$ cat config.mk
export PLATFORM = sky130hd
export DESIGN_NAME = kpn_delay_fifo
export DESIGN_NICKNAME = d
export VERILOG_FILES = /design/src/rtl/kpn_pkg.sv /design/src/rtl/kpn_fifo_mem.sv /design/src/rtl/kpn_delay_fifo.sv
export SDC_FILE = /design/constraint.sdc
export NUM_CORES = 1
export LEC_CHECK = 0
export CORE_ASPECT_RATIO = 0.9
export CORE_MARGIN = 1
export CORE_UTILIZATION = 40
export DETAILED_ROUTE_END_ITERATION = 8
export PLACE_DENSITY = 0.64
export SLEW_MARGIN = 20
export SYNTH_ARGS = -nofsm -noshare
export SYNTH_HDL_FRONTEND = slang
export SYNTH_HIERARCHICAL = 1
export SYNTH_SLANG_ARGS = --single-unit
$ cat constraint.sdc
create_clock -name clk -period 13.4 [get_ports clk]
set_clock_uncertainty 0.2 [all_clocks]
set_input_delay 2.68 -clock clk [delete_from_list [all_inputs] [get_ports clk]]
set_output_delay 2.68 -clock clk [all_outputs]
set_load 0.01 [all_outputs]
$ cat src/rtl/kpn_pkg.sv
// rtl/kpn_pkg.sv - shared KPN defaults and elaboration-time helpers
package kpn_pkg;

   localparam int KPN_DATA_WIDTH = 16;
   localparam int KPN_FIFO_DEPTH = 8;

   function automatic int clog2(input int value);
      int r;
      r = 0;
      for (int i = 0; i < 31; i++) begin
         if ((1 << i) < value) r = i + 1;
      end
      return r;
   endfunction

endpackage

$ cat src/rtl/kpn_fifo_mem.sv
// rtl/kpn_fifo_mem.sv - token storage, one write port, one async read port
// Every entry resets to INIT_VALUE; reinit only re-preloads the delay entries.
module kpn_fifo_mem
   import kpn_pkg::*;
#(
   parameter int DATA_WIDTH = KPN_DATA_WIDTH,
   parameter int DEPTH = KPN_FIFO_DEPTH,
   parameter int DELAY_TOKENS = 1,
   parameter logic [DATA_WIDTH-1:0] INIT_VALUE = '0,
   parameter int AW = clog2(DEPTH)
)(
   input  logic                  clk,
   input  logic                  rst,
   input  logic                  reinit,
   input  logic                  we,
   input  logic [AW-1:0]         waddr,
   input  logic [DATA_WIDTH-1:0] wdata,
   input  logic [AW-1:0]         raddr,
   output logic [DATA_WIDTH-1:0] rdata
);

   logic [DATA_WIDTH-1:0] mem [DEPTH];

   always_ff @(posedge clk or posedge rst) begin
      if (rst) begin
         for (int i = 0; i < DEPTH; i++) begin
            mem[i] <= INIT_VALUE;
         end
      end else if (reinit) begin
         for (int i = 0; i < DEPTH; i++) begin
            if (i < DELAY_TOKENS) mem[i] <= INIT_VALUE;
         end
      end else if (we) begin
         mem[waddr] <= wdata;
      end
   end

   assign rdata = mem[raddr];

endmodule

$ cat src/rtl/kpn_delay_fifo.sv
// rtl/kpn_delay_fifo.sv - KPN z^-D delay node built as a preloaded channel FIFO
// Pointers, occupancy, sticky error and accept logic; storage lives in kpn_fifo_mem.
module kpn_delay_fifo
   import kpn_pkg::*;
#(
   parameter int DATA_WIDTH = KPN_DATA_WIDTH,
   parameter int DEPTH = KPN_FIFO_DEPTH,
   parameter int DELAY_TOKENS = 1,
   parameter logic [DATA_WIDTH-1:0] INIT_VALUE = '0
)(
   input  logic                         clk,
   input  logic                         rst,
   input  logic                         reinit,
   input  logic                         wr,
   input  logic [DATA_WIDTH-1:0]        entry_1,
   output logic                         full,
   input  logic                         rd,
   output logic [DATA_WIDTH-1:0]        output_1,
   output logic                         empty,
   output logic [clog2(DEPTH+1)-1:0]    count,
   output logic                         err
);

   localparam int AW = clog2(DEPTH);
   localparam int CW = clog2(DEPTH + 1);

   if (DEPTH < 2 || (DEPTH & (DEPTH - 1)) != 0) begin : g_bad_depth
      $error("kpn_delay_fifo: DEPTH must be a power of 2 and >= 2");
   end
   if (DELAY_TOKENS < 0 || DELAY_TOKENS > DEPTH) begin : g_bad_delay
      $error("kpn_delay_fifo: DELAY_TOKENS must be within 0..DEPTH");
   end

   logic [AW-1:0] rd_ptr;
   logic [AW-1:0] wr_ptr;
   logic          do_rd;
   logic          do_wr;

   // Flags come only from the registered count, so rd/wr never reach full/empty combinationally.
   assign empty = (count == '0);
   assign full  = (count == CW'(DEPTH));
   assign do_rd = rd & ~empty;
   assign do_wr = wr & (~full | do_rd);

   always_ff @(posedge clk or posedge rst) begin
      if (rst) begin
         rd_ptr <= '0;
         wr_ptr <= AW'(DELAY_TOKENS % DEPTH);
         count  <= CW'(DELAY_TOKENS);
         err    <= 1'b0;
      end else if (reinit) begin
         rd_ptr <= '0;
         wr_ptr <= AW'(DELAY_TOKENS % DEPTH);
         count  <= CW'(DELAY_TOKENS);
      end else begin
         if (do_rd) rd_ptr <= rd_ptr + 1'b1;
         if (do_wr) wr_ptr <= wr_ptr + 1'b1;
         if (do_wr & ~do_rd) begin
            count <= count + 1'b1;
         end else if (do_rd & ~do_wr) begin
            count <= count - 1'b1;
         end
         if ((wr & ~do_wr) | (rd & empty)) err <= 1'b1;
      end
   end

   kpn_fifo_mem #(
      .DATA_WIDTH   (DATA_WIDTH),
      .DEPTH        (DEPTH),
      .DELAY_TOKENS (DELAY_TOKENS),
      .INIT_VALUE   (INIT_VALUE),
      .AW           (AW)
   ) u_mem (
      .clk    (clk),
      .rst    (rst),
      .reinit (reinit),
      .we     (do_wr & ~reinit),
      .waddr  (wr_ptr),
      .wdata  (entry_1),
      .raddr  (rd_ptr),
      .rdata  (output_1)
   );

endmodule

Yosys cells after proc, flatten, opt, wreduce, memory -nomap -nowiden
Index checks and enable logic that the tools add are counted.
Widths: inputs -> output; s select.
{"block": "totals", "elab_cells": 59, "out_inout_bits": 23, "ff_bits": 139, "inputBits": 21}
{"block": "op_classes", "reduce_logical": 8, "bitwise_logic": 16, "add_sub_neg": 4, "eq_ne": 1, "mux": 15, "magnitude_cmp": 3}
{"cell": "$bwmux 128", "count": 1}
{"cell": "$mux 128", "count": 1}
{"cell": "$mux 16", "count": 4}
{"cell": "$bmux 16 s3", "count": 1}
{"cell": "$demux 16 s3", "count": 1}
{"cell": "$mux 3", "count": 4}
{"cell": "$mux 4", "count": 3}
{"cell": "$ge 4x4->1 const B", "count": 2}
{"cell": "$not 3->4", "count": 2}
{"cell": "$and 1x1->1", "count": 7}
{"cell": "$add 3x1->3 const B", "count": 2}
{"cell": "$reduce_bool 2->1", "count": 3}
{"cell": "$not 1->1", "count": 5}
{"cell": "$add 4x1->4 const B", "count": 1}
{"cell": "$eq 4x4->1 const B", "count": 1}
{"cell": "$logic_not 4->1", "count": 1}
{"cell": "$lt 4x1->1 const B", "count": 1}
{"cell": "$reduce_and 2->1", "count": 2}
{"cell": "$sub 4x1->4 const B", "count": 1}
{"cell": "$reduce_bool 3->1", "count": 1}
{"cell": "$or 1x1->1", "count": 2}
{"cell": "$logic_and 1x1->1", "count": 1}

Longest topological paths before layout
Gate-level depths: netlist (run 1).
{"block": "logic_depth", "word_depth": 10, "depth_mapped": 9, "ltp_nobuf": 8}

By module
Netlist (run 1), hierarchy kept.
{"module": "kpn_fifo_mem", "area_each_um2": 5839.4, "cells_each": 341, "seq_area_each_um2": 3203.1, "n_inst": 1}
{"module": "kpn_delay_fifo", "area_each_um2": 765.7, "cells_each": 79, "seq_area_each_um2": 277.8, "n_inst": 1}

Worst setup path before layout (run 1)
Ideal clock, no wire load.
{"block": "synth_timing", "path_kind": "input -> register", "start": "input rd", "end": "register u_mem/mem[16] in the netlist's numbering", "path_stages": 8, "t_required_ns": 13.075, "t_arrival_ns": 4.431, "setup_time_ns": 0.125, "path_buffers": 2, "path_slack_ns": 8.644, "cell_sequence": "buf_2 nand2b_1 o21ai_4 nor2_1 or3b_4 nor2_4 buf_6 mux2_2"}
{"block": "synth_between", "elab_chain_len": 5}
{"item": "from (decl)", "line": "kpn_delay_fifo.sv:17", "text": "input logic rd,"}
{"item": "$and 1x1->1", "line": "kpn_delay_fifo.sv:42", "text": "assign do_rd = rd & ~empty;"}
{"item": "$or 1x1->1", "line": "kpn_delay_fifo.sv:43", "text": "assign do_wr = wr & (~full | do_rd);"}
{"item": "$and 1x1->1", "line": "kpn_delay_fifo.sv:43"}
{"item": "$and 1x1->1", "line": "kpn_delay_fifo.sv:77", "text": ".we (do_wr & ~reinit),"}
{"item": "$reduce_and 2->1 (no source line)"}
{"item": "to (signal, indexed assignment)", "line": "kpn_fifo_mem.sv:34", "text": "mem[waddr] <= wdata;"}
{"item": "to (decl)", "line": "kpn_fifo_mem.sv:22", "text": "logic [DATA_WIDTH-1:0] mem [DEPTH];"}
Every way passes these cells.
A chain may end at the register's enable or synchronous reset.

Worst setup path after layout (run 1)
{"block": "layout_timing", "start": "register rd_ptr[2]", "end": "output output_1[11]"}
{"block": "layout_between", "elab_chain_len": 4}
{"item": "from (decl)", "line": "kpn_delay_fifo.sv:34", "text": "logic [AW-1:0] rd_ptr;"}
{"item": "from (signal assigned)", "line": "kpn_delay_fifo.sv:56", "text": "if (do_rd) rd_ptr <= rd_ptr + 1'b1;"}
{"item": "$not 3->4 (not written as such)", "line": "kpn_fifo_mem.sv:38", "text": "assign rdata = mem[raddr];"}
{"item": "$bmux 16 s3", "line": "kpn_fifo_mem.sv:38"}
{"item": "$mux 16 (not written as such) (2 in series)", "line": "kpn_fifo_mem.sv:38"}
{"item": "to (decl)", "line": "kpn_delay_fifo.sv:18", "text": "output logic [DATA_WIDTH-1:0] output_1,"}
Every way passes these cells. The select of a mux whose other input is x is not followed.

==> results of run 1 <==
-- metal layers --
layer | wire length [um] | part of all wire (%) | up-vias
met5 | 0 | 0 | -
met4 | 196 | 1.5 | 0
met3 | 349 | 2.6 | 15
met1 | 6090 | 46 | 1989
li1 | - | - | 1648
met2 | 6730 | 50 | 57
-- sequential cells by signal (all words and copies together), names as in the netlist --
| register | cells |
|---|---|
| count | 4 |
| err | 1 |
| rd_ptr | 3 |
| u_mem/mem | 128 |
| wr_ptr | 3 |
-- power by group --
part / switching, mW / internal [mW]
Sequential: 0.0773 / 0.505
Clock: 0.167 / 0.292
Combinational: 0.105 / 0.197
-- cells in the mapped netlist, types with 2 or more instances --
library cell / instances
sky130_fd_sc_hd__a21o_1: 2
sky130_fd_sc_hd__a22o_1: 16
sky130_fd_sc_hd__buf_2: 17
sky130_fd_sc_hd__buf_4: 3
sky130_fd_sc_hd__buf_6: 2
sky130_fd_sc_hd__clkbuf_1: 3
sky130_fd_sc_hd__dfrtp_1: 137
sky130_fd_sc_hd__dfstp_2: 2
sky130_fd_sc_hd__ha_1: 4
sky130_fd_sc_hd__inv_1: 7
sky130_fd_sc_hd__mux2_2: 118
sky130_fd_sc_hd__mux2_4: 10
sky130_fd_sc_hd__mux2i_1: 3
sky130_fd_sc_hd__mux4_2: 32
sky130_fd_sc_hd__nand2_1: 3
sky130_fd_sc_hd__nand2b_1: 3
sky130_fd_sc_hd__nand3_1: 3
sky130_fd_sc_hd__nand3b_2: 2
sky130_fd_sc_hd__nor2_1: 13
sky130_fd_sc_hd__nor3b_2: 2
sky130_fd_sc_hd__o211ai_1: 2
sky130_fd_sc_hd__o21ai_0: 3
sky130_fd_sc_hd__or3_1: 2
sky130_fd_sc_hd__xnor2_1: 3
sky130_fd_sc_hd__xor2_1: 4
-- worst register-to-register path: stages (launching register included) --
cell and delay, ns:
sky130_fd_sc_hd__dfstp_2 0.61, sky130_fd_sc_hd__or3_1 0.34, sky130_fd_sc_hd__o21ai_4 0.12, sky130_fd_sc_hd__nor2_1 0.28, sky130_fd_sc_hd__nand3b_4 0.16, sky130_fd_sc_hd__nor3b_4 0.88
sky130_fd_sc_hd__mux2_2 0.42
-- worst max path at each step --
stage | end | slack (ns) | cells past startpoint
2_1_floorplan | u_mem/mem[0]$_DFFE_PP0P_ | 7.11 | 1
3_3_place_gp | u_mem/mem[71]$_DFFE_PP0P_ | 7.70 | 7
3_5_place_dp | u_mem/mem[75]$_DFFE_PP0P_ | 7.67 | 7
4_1_cts | output_1[6] | 7.55 | 3
5_1_grt | output_1[3] | 7.52 | 4
6_report | output_1[11] | 7.66 | 4
-- cell type report --
cell class | instances | area, um^2 | area share [%]
Inverter | 7 | 28.8 | 0.370
Sequential cell | 139 | 3490 | 44.9
Tap cell | 207 | 259 | 3.33
Multi-Input combinational cell | 247 | 2940 | 37.8
Timing Repair Buffer | 47 | 468 | 6.02
Clock inverter | 6 | 57.6 | 0.741
Clock buffer | 25 | 536 | 6.89
-- stage by stage --
stage | hold WS [ns] | utilization (%) | area [um^2]
after CTS | 0.271 | 48.2 | 7770
after global placement | 0.243 | 44.4 | 7160
after floorplan | 0.268 | - | 6610
after detailed placement | 0.257 | 44.5 | 7170
after global routing | 0.296 | 48.2 | 7770
final | 0.267 | 48.2 | 7770
-- kinds of logic after synthesis --
logic type,Yosys count,share of synthesized area [%]
AO/OA/AOI/OAI,33,4.53
multiplexers,163,33.8
flip-flops,139,52.7
adder cells (fa/ha/maj),5,1.06
buffers and inverters,34,2.90
XOR/XNOR,7,0.928
AND/OR/NAND/NOR,39,4.13
==> metrics.md, run 1 <==
| Metric | Value |
|---|---|
| Filler cell count in the final layout | `1370` |
| Relative slew slack | `25.2%` |
| Die Footprint | `17000 um^2` |
| Weighted congestion reported at the end of routability-driven placement | `0.739` |
| Crit share post-route | `42.8%` |
| Slowest cell on crit path | `sky130_fd_sc_hd__dfrtp_2` |
| Net count, final | `485` |
| Root Buffer | `sky130_fd_sc_hd__clkbuf_16` |
| First-pass GRT wire length | `22.0 mm` |
| Post-DR wirelength/cell | `19.7 um` |
| H-Tree Level Count | `4` |
| Pwr dens | `173 nW/um^2` |
| ANT cells | `0` |
| Outcome | `finished, final reports clean` |
| Cts repair resizes | `0` |
| Overall track demand over capacity in global routing | `17.9%` |
| Number of I/O port buffers | `43` |
| Mapped Cells | `420` |
| Commonest cells after routing, fill and taps aside | `sky130_fd_sc_hd__dfrtp_1, sky130_fd_sc_hd__mux2_2, sky130_fd_sc_hd__clkdlybuf4s50_1, sky130_fd_sc_hd__mux4_2, sky130_fd_sc_hd__clkbuf_16` |
| HPWL after detailed placement | `8.09 mm` |
| Critical path launch point type | `register` |
| Total placed cells including tap cells | `647` |
| DIE HEIGHT | `124 um` |
| Final Max Slew Viols | `0` |
| Max-capacitance violation count | `0` |
| Iteration count of the initial detailed-routing pass | `4` |
| Total number of vias | `3709` |
| Required time at the worst-slack endpoint | `10.52 ns` |
| Worst reg2reg path startpoint | `count[0]$_DFFE_PP1P_` |
| Quantity of hold-fixing buffers added after cts | `0` |
| Synthesized flop and latch total | `139` |
| Initial cell density of the core | `40.9%` |
| Worst-case reg-to-reg path depth | `6` |
| Timing-limited maximum frequency | `174 MHz` |
| Cells on Worst Hold Path | `1` |
| Cell Rows | `44` |
| Number of setup buffers added after CTS | `0` |
| Post-synth EDFFs | `0` |
| Endpoint of the worst-slack reg-to-reg timing path | `u_mem/mem[71]$_DFFE_PP0P_` |
| Final setup margin | `7.66 ns` |
| Min-Delay Startpoint | `err$_DFFE_PP0P_` |
| Largest net degree at the start of global routing | `74` |
| Most used flip-flop cell after synthesis | `sky130_fd_sc_hd__dfrtp_1` |
| Net Count, Synth | `446` |
| Placement Setup Slack | `7.67 ns` |
| Actual transition at the worst max-transition pin | `1.12 ns` |
| Part of the Yosys area used for sequential elements | `52.7%` |
| Per-cell via count in the routed design | `5.47` |
| Sum of buffers and inverters on the critical path | `2` |
| Global Route met1 Usage | `23.7%` |
| Leakage power total | `3.52 nW` |
| Leading cell type in the layout, fill and taps excluded | `sky130_fd_sc_hd__dfrtp_1` |
| Clock latency on the worst-skew pair | `0.42 ns` |
| Worst min-delay path endpoint | `err$_DFFE_PP0P_` |
| Async SR Flop Fraction | `100%` |
| Filler-free cell count of the finished design | `678` |
| Busiest grt layer | `met2` |
| Area growth from synthesis to final layout | `17.6%` |
| Post-route DRC violation count | `0` |
| Yosys top cell area share | `51.9%` |
| Final Power | `1.34 mW` |
| Total I/O pin count | `44` |
| Met2 Use GR | `28.3%` |
| Vias in the first global route | `3987` |
| Remaining antenna violation count after routing | `0` |
| Setup crit end kind | `output pin` |
| Clock Tree Buf Depth | `2` |
| Worst-path cell chain | `buf_4, mux4_2, mux2_2, clkdlybuf4s50_1` |
| TritonCTS buffer count | `17` |
| Crit-path leading delay family | `buffers and inverters` |
| Worst Path Max Fanout | `20` |
| Std-Cell Core Area | `16100 um^2` |
| Endpoint arrival time on the critical path | `2.86 ns` |
| Clock tree from TritonCTS | `yes` |
| Post-Synthesis Mean Instance Area | `15.7 um^2` |
| GRT Residual Overflow | `0` |
| Cell accounting for the most synthesized area | `sky130_fd_sc_hd__dfrtp_1` |
| RSZ-0062 raised after global routing | `no` |
| Number of antenna violations at the first check in global routing | `0` |
| Initial DRC count | `166` |
| Met3 layer usage reported by global route | `5.09%` |
| Shortest period the worst path allows | `5.74 ns` |
| Worst setup path start | `rd_ptr[2]$_DFFE_PP0P_` |
| Worst VDD drop | `0.105 mV` |
| Ys Warns | `6` |
| Number of distinct library cells after synthesis | `49` |
| Final setup violating endpoints | `0` |
| Total number of clock tree sinks | `139` |
| Total wire length | `13.4 mm` |
| Largest stage delay on the critical path | `0.65 ns` |
| Worst Setup Path Type | `reg2out` |
| Summed instance area of the synthesized netlist | `6610 um^2` |
| Worst setup slack for register-to-register paths | `10.27 ns` |
| Total Neg Setup Slack | `0 ns` |
| Final hold vios | `0` |
| Clock-pin slew on the worst setup and hold paths | `0.06 ns` |
| Share of final-layout standard cells stronger than drive strength 1 | `46.1%` |
| Hold crit path type | `reg2reg` |
| Top cells by area in the synthesized netlist | `sky130_fd_sc_hd__dfrtp_1, sky130_fd_sc_hd__mux2_2, sky130_fd_sc_hd__mux4_2` |
| Die Wd | `137 um` |
Power figures use the tool's default switching activity.
==> run 2: changes to the inputs <==
--- a/config.mk
+++ b/config.mk
@@ -9,7 +9,7 @@
 export CORE_MARGIN = 1
 export CORE_UTILIZATION = 40
 export DETAILED_ROUTE_END_ITERATION = 8
-export PLACE_DENSITY = 0.64
+export PLACE_DENSITY = 0.66
 export SLEW_MARGIN = 20
 export SYNTH_ARGS = -nofsm -noshare
 export SYNTH_HDL_FRONTEND = slang
==> constraint.sdc (replaced) <==
create_clock -name clk -period 4.7 [get_ports clk]
set_clock_uncertainty 0.2 [all_clocks]
set_input_delay 0.94 -clock clk [delete_from_list [all_inputs] [get_ports clk]]
set_output_delay 0.94 -clock clk [all_outputs]
set_load 0.01 [all_outputs]
==> run 2 against run 1 <==
Compared with the run above: core utilization is 0.63 points higher; flip-flop and latch count stayed put; register-to-register slack worse by 8.6 ns; combinational power grew to 3.0 times the previous value; non-clock buffer count is 6 higher; first-iteration DRC count is 12% higher; hold slack worse by 0.012 ns; via count is 0.46% lower; clock power grew to 3.1 times the previous value.
==> metrics.md, run 2 (synthesis gave the netlist of run 1 again) <==
| Metric | Value |
|---|---|
| Max-capacitance violation count | `0 (unchanged)` |
| Post-DR wirelength/cell | `19.7 um (about the same)` |
| Overall track demand over capacity in global routing | `17.8% (-0.072 points)` |
| Worst setup slack for register-to-register paths | `1.63 ns (-8.64 ns)` |
| Number of antenna violations at the first check in global routing | `0 (unchanged)` |
| Initial cell density of the core | `40.9% (unchanged)` |
| Number of I/O port buffers | `43 (unchanged)` |
| Worst Setup Path Type | `reg2out` |
| Min-Delay Startpoint | `err$_DFFE_PP0P_` |
| Largest stage delay on the critical path | `0.67 ns (+0.02 ns)` |
| Final hold vios | `0 (unchanged)` |
| Worst-path cell chain | `buf_12, mux4_2, mux2_2, clkdlybuf4s50_1` |
| Worst-case reg-to-reg path depth | `6 (unchanged)` |
| Hold crit path type | `reg2reg` |
| Commonest cells after routing, fill and taps aside | `sky130_fd_sc_hd__dfrtp_1, sky130_fd_sc_hd__mux2_2, sky130_fd_sc_hd__clkdlybuf4s50_1, sky130_fd_sc_hd__mux4_2, sky130_fd_sc_hd__clkbuf_16` |
| Cell Rows | `44 (unchanged)` |
| Final setup violating endpoints | `0 (unchanged)` |
| HPWL after detailed placement | `8.31 mm (+2.6%)` |
| Number of flip-flops in the largest register | `128 (unchanged)` |
| Initial DRC count | `186 (+12%)` |
| Placement Setup Slack | `0.756 ns (-6.91 ns)` |
| Total I/O pin count | `44 (unchanged)` |
| Worst Path Max Fanout | `20 (unchanged)` |
| Actual transition at the worst max-transition pin | `1.04 ns (-0.0827 ns)` |
| Area after DPL | `7250 um^2 (+1.0%)` |
| Required time at the worst-slack endpoint | `3.56 ns (-6.96 ns)` |
| Worst min-delay path endpoint | `err$_DFFE_PP0P_` |
| Number of setup buffers added after CTS | `0 (unchanged)` |
| Area growth from synthesis to final layout | `19.2%` |
| Shortest period the worst path allows | `3.82 ns` |
| Worst reg2reg path startpoint | `count[2]$_DFFE_PP0P_` |
| Worst VDD drop | `0.257 mV (+150%)` |
| Total Neg Setup Slack | `0 ns (unchanged)` |
| Share of final-layout standard cells stronger than drive strength 1 | `46.4% (+0.37 points)` |
| Vias in the first global route | `3987 (unchanged)` |
| Timing-limited maximum frequency | `261 MHz` |
| Post-route DRC violation count | `0 (unchanged)` |
| Final Max Slew Viols | `0 (unchanged)` |
| Clock Tree Buf Depth | `2 (unchanged)` |
| Largest net degree at the start of global routing | `86 (+16%)` |
| Leakage power total | `3.56 nW (+1.0%)` |
| RSZ-0062 raised after global routing | `no` |
| Per-cell via count in the routed design | `5.39 (-1.5%)` |
| Global Route met1 Usage | `23.8% (+0.027 points)` |
| Busiest grt layer | `met2` |
| Clock tree from TritonCTS | `yes` |
| Post-route cell area | `7870 um^2 (+1.3%)` |
| TritonCTS buffer count | `17 (unchanged)` |
| Quantity of hold-fixing buffers added after cts | `0 (unchanged)` |
| Clock-pin slew on the worst setup and hold paths | `0.06 ns (about the same)` |
| Outcome | `finished, final reports clean` |
| Met3 layer usage reported by global route | `4.11% (-0.98 points)` |
| Final Power | `3.94 mW (+190%)` |
| Top register by number of flip-flops | `u_mem/mem` |
| Crit share post-route | `81.4%` |
| First-pass GRT wire length | `22.1 mm (+0.63%)` |
| Setup crit end kind | `output pin` |
| Final setup margin | `0.875 ns (-6.78 ns)` |
| Critical path launch point type | `register` |
| Remaining antenna violation count after routing | `0 (unchanged)` |
| Net count, final | `491 (+1.2%)` |
| Filler cell count in the final layout | `1338 (-2.3%)` |
| Cts repair resizes | `0 (unchanged)` |
| Relative slew slack | `30.8% (+5.6 points)` |
| Iteration count of the initial detailed-routing pass | `6 (+2)` |
| Met2 Use GR | `28.4% (+0.094 points)` |
| Clock latency on the worst-skew pair | `0.42 ns (about the same)` |
| Weighted congestion reported at the end of routability-driven placement | `0.724 (-2.1%)` |
| Root Buffer | `sky130_fd_sc_hd__clkbuf_16` |
| Total number of clock tree sinks | `139 (unchanged)` |
| Cells on Worst Hold Path | `1 (unchanged)` |
| ANT cells | `0 (unchanged)` |
| Leading cell type in the layout, fill and taps excluded | `sky130_fd_sc_hd__dfrtp_1` |
| DIE HEIGHT | `124 um (unchanged)` |
| Total wire length | `13.5 mm (+0.94%)` |
| Endpoint arrival time on the critical path | `2.68 ns (-0.18 ns)` |
| Die Wd | `137 um (unchanged)` |
| H-Tree Level Count | `4 (unchanged)` |
| Worst hold-check slack | `0.256 ns (-0.0115 ns)` |
| Die Footprint | `17000 um^2 (unchanged)` |
| Slowest cell on crit path | `sky130_fd_sc_hd__dfrtp_2` |
| Endpoint of the worst-slack reg-to-reg timing path | `u_mem/mem[110]$_DFFE_PP0P_` |
| Total number of vias | `3692 (-0.46%)` |
| Largest regs | `u_mem/mem (128), count (4)` |
| GRT Residual Overflow | `0 (unchanged)` |
| Std-Cell Core Area | `16100 um^2 (unchanged)` |
| Pwr dens | `500 nW/um^2 (+190%)` |
## run 2: layout make-up
cell class / count / area [um^2] / area share [%]
flip-flops and latches: 139 / 3480 / 44.3
multi-input cells: 247 / 2930 / 37.3
well taps: 207 / 259 / 3.29
repair buffers: 53 / 543 / 6.90
inverters: 7 / 28.8 / 0.366
clock buffers: 18 / 429 / 5.45
clock inverters: 14 / 195 / 2.48
## run 2: where the power goes
group	switching, mW	total (mW)	internal (mW)
Clock	0.515	1.40	0.889
Sequential	0.187	1.63	1.44
Combinational	0.336	0.910	0.574
Total	1.04	3.94	2.90
## run 2: worst max path at each step
| stage | start | endpoint | slack, ns | cells after the start |
|---|---|---|---|---|
| 2_1_floorplan | rst | u_mem/mem[0]$_DFFE_PP0P_ | 0.15 | 1 |
| 3_3_place_gp | rd | u_mem/mem[23]$_DFFE_PP0P_ | 0.86 | 7 |
| 3_5_place_dp | rd | u_mem/mem[24]$_DFFE_PP0P_ | 0.76 | 7 |
| 4_1_cts | rd_ptr[2]$_DFFE_PP0P_ | output_1[3] | 0.84 | 4 |
| 5_1_grt | rd_ptr[2]$_DFFE_PP0P_ | output_1[3] | 0.77 | 4 |
| 6_report | rd_ptr[2]$_DFFE_PP0P_ | output_1[3] | 0.88 | 4 |
## run 2: worst max-delay path: cells and delay by family, from the launching register on
family | cells | cell delay (ns)
buffers and inverters | 2 | 0.75
muxes | 2 | 0.84
DFF | 1 | 0.67
## run 2: layer usage
metal  share of wire, %  vias to the layer above
li1                   -                     1658
met3                2.6                       14
met2                 49                       41
met4                1.6                        0
met1                 47                     1979
met5                  0                        -
## run 2: metrics by stage
| stage | std cells | util [%] |
|---|---|---|
| 2_1_floorplan | 420 | - |
| 3_3_place_gp | 653 | 44.9 |
| 3_5_place_dp | 653 | 44.9 |
| 4_1_cts | 685 | 48.8 |
| 5_1_grt | 685 | 48.8 |
| 6_report | 685 | 48.8 |
==> run 3: changes to the inputs <==
==> constraint.sdc (replaced) <==
create_clock -name clk -period 3.2 [get_ports clk]
set_clock_uncertainty 0.2 [all_clocks]
set_input_delay 0.64 -clock clk [delete_from_list [all_inputs] [get_ports clk]]
set_output_delay 0.64 -clock clk [all_outputs]
set_load 0.01 [all_outputs]
==> run 3 against run 2 <==
Compared with the run above: wire length up 3.4%; flip-flop and latch count is the same; critical path type unchanged; die area unchanged; critical endpoint is now output_1[10]; total power grew 45%; non-clock buffer count rose by 29; sequential share of layout area fell by 1.3 points.
==> metrics.md, run 3 (synthesis gave the netlist of run 1 again) <==
| Metric | Value |
|---|---|
| Outcome | `finished, final reports clean` |
| Largest net degree at the start of global routing | `129 (+50%)` |
| Sw Share | `26.5% (+0.19 points)` |
| Post-DR wirelength/cell | `19.6 um (-0.50%)` |
| Weighted congestion reported at the end of routability-driven placement | `0.725 (+0.21%)` |
| Initial cell density of the core | `40.9% (unchanged)` |
| Final hold vios | `0 (unchanged)` |
| Net count, final | `520 (+5.9%)` |
| Shortest period the worst path allows | `3.14 ns` |
| Min-Delay Startpoint | `err$_DFFE_PP0P_` |
| Final setup violating endpoints | `0 (unchanged)` |
| Total Neg Setup Slack | `0 ns (unchanged)` |
| Share of power burned in combinational logic | `25.3% (+2.2 points)` |
| HPWL after detailed placement | `8.37 mm (+0.73%)` |
| Worst setup slack for register-to-register paths | `0.32 ns (-1.31 ns)` |
| TritonCTS buffer count | `17 (unchanged)` |
| Clock latency on the worst-skew pair | `0.42 ns (about the same)` |
| Top register by number of flip-flops | `u_mem/mem` |
| Die Wd | `137 um (unchanged)` |
| H-Tree Level Count | `4 (unchanged)` |
| Slowest cell on crit path | `sky130_fd_sc_hd__mux4_2` |
| Remaining antenna violation count after routing | `0 (unchanged)` |
| Clock-pin slew on the worst setup and hold paths | `0.06 ns (about the same)` |
| Leading cell type in the layout, fill and taps excluded | `sky130_fd_sc_hd__dfrtp_1` |
| Cell Rows | `44 (unchanged)` |
| Setup crit end kind | `output pin` |
| Cell internal pwr | `4.19 mW (+44%)` |
| Worst reg2reg path startpoint | `count[2]$_DFFE_PP0P_` |
| Endpoint arrival time on the critical path | `2.30 ns (-0.38 ns)` |
| Total wire length | `14.0 mm (+3.4%)` |
| Total number of clock tree sinks | `139 (unchanged)` |
| Crit share post-route | `98.3%` |
| Root Buffer | `sky130_fd_sc_hd__clkbuf_16` |
| Actual transition at the worst max-transition pin | `0.694 ns (-0.343 ns)` |
| Clock Tree Buf Depth | `2 (unchanged)` |
| Layout Utilization | `50.3% (+1.5 points)` |
| Required time at the worst-slack endpoint | `2.36 ns (-1.20 ns)` |
| Total number of vias | `3870 (+4.8%)` |
| Critical path launch point type | `register` |
| Post-route DRC violation count | `0 (unchanged)` |
| First-pass GRT wire length | `22.0 mm (-0.50%)` |
| Clock tree from TritonCTS | `yes` |
| Max-capacitance violation count | `0 (unchanged)` |
| DIE HEIGHT | `124 um (unchanged)` |
| Worst Setup Path Type | `reg2out` |
| Share of final-layout standard cells stronger than drive strength 1 | `49.1% (+2.7 points)` |
| Total I/O pin count | `44 (unchanged)` |
| Power share of the sequential group | `41.1% (-0.2 points)` |
| Final Power | `5.70 mW (+45%)` |
| Worst Path Max Fanout | `9 (-55%)` |
| Worst setup path start | `rd_ptr[2]$_DFFE_PP0P_` |
| Std-Cell Core Area | `16100 um^2 (unchanged)` |
| Number of flip-flops in the largest register | `128 (unchanged)` |
| Commonest cells after routing, fill and taps aside | `sky130_fd_sc_hd__dfrtp_1, sky130_fd_sc_hd__mux2_2, sky130_fd_sc_hd__clkdlybuf4s50_1, sky130_fd_sc_hd__mux4_2, sky130_fd_sc_hd__buf_4` |
| Clock share of power | `33.6% (-2.0 points)` |
| Relative slew slack | `53.7% (+23 points)` |
| Pwr dens | `703 nW/um^2 (+40%)` |
| GRT Residual Overflow | `0 (unchanged)` |
| Worst-path cell chain | `buf_8, mux4_2, mux2_2, clkdlybuf4s50_1` |
| Die Footprint | `17000 um^2 (unchanged)` |
| Timing-limited maximum frequency | `318 MHz` |
| Leakage power total | `3.78 nW (+6.3%)` |
| Initial DRC count | `192 (+3.2%)` |
| Largest regs | `u_mem/mem (128), count (4)` |
| RSZ-0062 raised after global routing | `yes` |
| Largest stage delay on the critical path | `0.52 ns (-0.15 ns)` |
| ANT cells | `0 (unchanged)` |
| Vias in the first global route | `3966 (-0.53%)` |
| Area growth from synthesis to final layout | `22.9%` |
| Worst VDD drop | `0.442 mV (+72%)` |
| Number of I/O port buffers | `43 (unchanged)` |
| Final Max Slew Viols | `0 (unchanged)` |
| Number of antenna violations at the first check in global routing | `0 (unchanged)` |
| Hold crit path type | `reg2reg` |
| Iteration count of the initial detailed-routing pass | `6 (unchanged)` |
| Per-cell via count in the routed design | `5.44 (+0.85%)` |
| Overall track demand over capacity in global routing | `18.0% (+0.20 points)` |
| P_sw | `1.51 mW (+46%)` |
==> run 3: cell count changes in the layout (fill, tap and decap cells not counted), sizes merged <==
cell and delta:
clkinv +2, bufinv -2, clkbuf +5, buf +28, clkinvlp -3, dlymetal6s2s +2
dlygate4sd2 +7, inv -3, clkdlybuf4s50 -9
==> run 3: worst paths after layout <==
path | to | depth (start not counted)
min in group asynchronous | wr_ptr[2]$_DFFE_PP0P_ | 2
max reg2reg | count[3]$_DFFE_PP0P_ | 8
max | output_1[10] | 4
max in group asynchronous | u_mem/mem[103]$_DFFE_PP0P_ | 3
min reg2reg | err$_DFFE_PP0P_ | 1
min | err$_DFFE_PP0P_ | 1
==> run 3: repair_timing <==
item | in CTS | in global routing
resized for setup | 8 | 3
endpoints found under the setup margin | 9 | 9
pin swaps | 0 | 0
gates cloned | 0 | 1
setup buffers | 0 | 15
hold buffers | 0 | 0
==> run 3: layer usage <==
layer / vias up / GRT usage (%) / part of all wire [%]
met5: - / 0 / 0
met2: 58 / 28.6 / 49
li1: 1719 / - / -
met4: 0 / 7.01 / 1.3
met3: 17 / 4.15 / 2.8
met1: 2076 / 24.0 / 47
==> run 3: area by class of cell <==
class | instances | area, um^2
multi-input combinational | 247 | 2930
clock inverter | 8 | 93.8
fill | 1352 | 8010
tap | 207 | 259
clock buffer | 22 | 474
inverter | 7 | 30.0
timing repair buffer | 82 | 845
sequential | 139 | 3480
==> run 3: critical path, delay by kind of cell, from the launching register on <==
family	cells	cell delay, ns
DFF	1	0.42
muxes	2	0.81
buffers and inverters	2	0.65
==> run 3: through the flow <==
stage	cell area [um^2]	instances	setup WS (ns)	hold slack, ns
6_report	8120	712	0.0559	0.262
5_1_grt	8120	712	-0.0214	0.291
4_1_cts	7970	696	0.00255	0.269
3_5_place_dp	7410	666	0.121	0.256
3_3_place_gp	7410	666	0.145	0.250
2_1_floorplan	6610	420	0.484	0.268
==> run 3: power by group through the flow <==
| stage | registers, mW | logic [mW] | clock network [mW] |
|---|---|---|---|
| after floorplan | 2.29 | 1.02 | 0 |
| after global placement | 2.34 | 1.39 | 0 |
| after detailed placement | 2.37 | 1.42 | 0 |
| after CTS | 2.34 | 1.41 | 1.96 |
| after global routing | 2.39 | 1.57 | 2.04 |
| final | 2.34 | 1.44 | 1.91 |
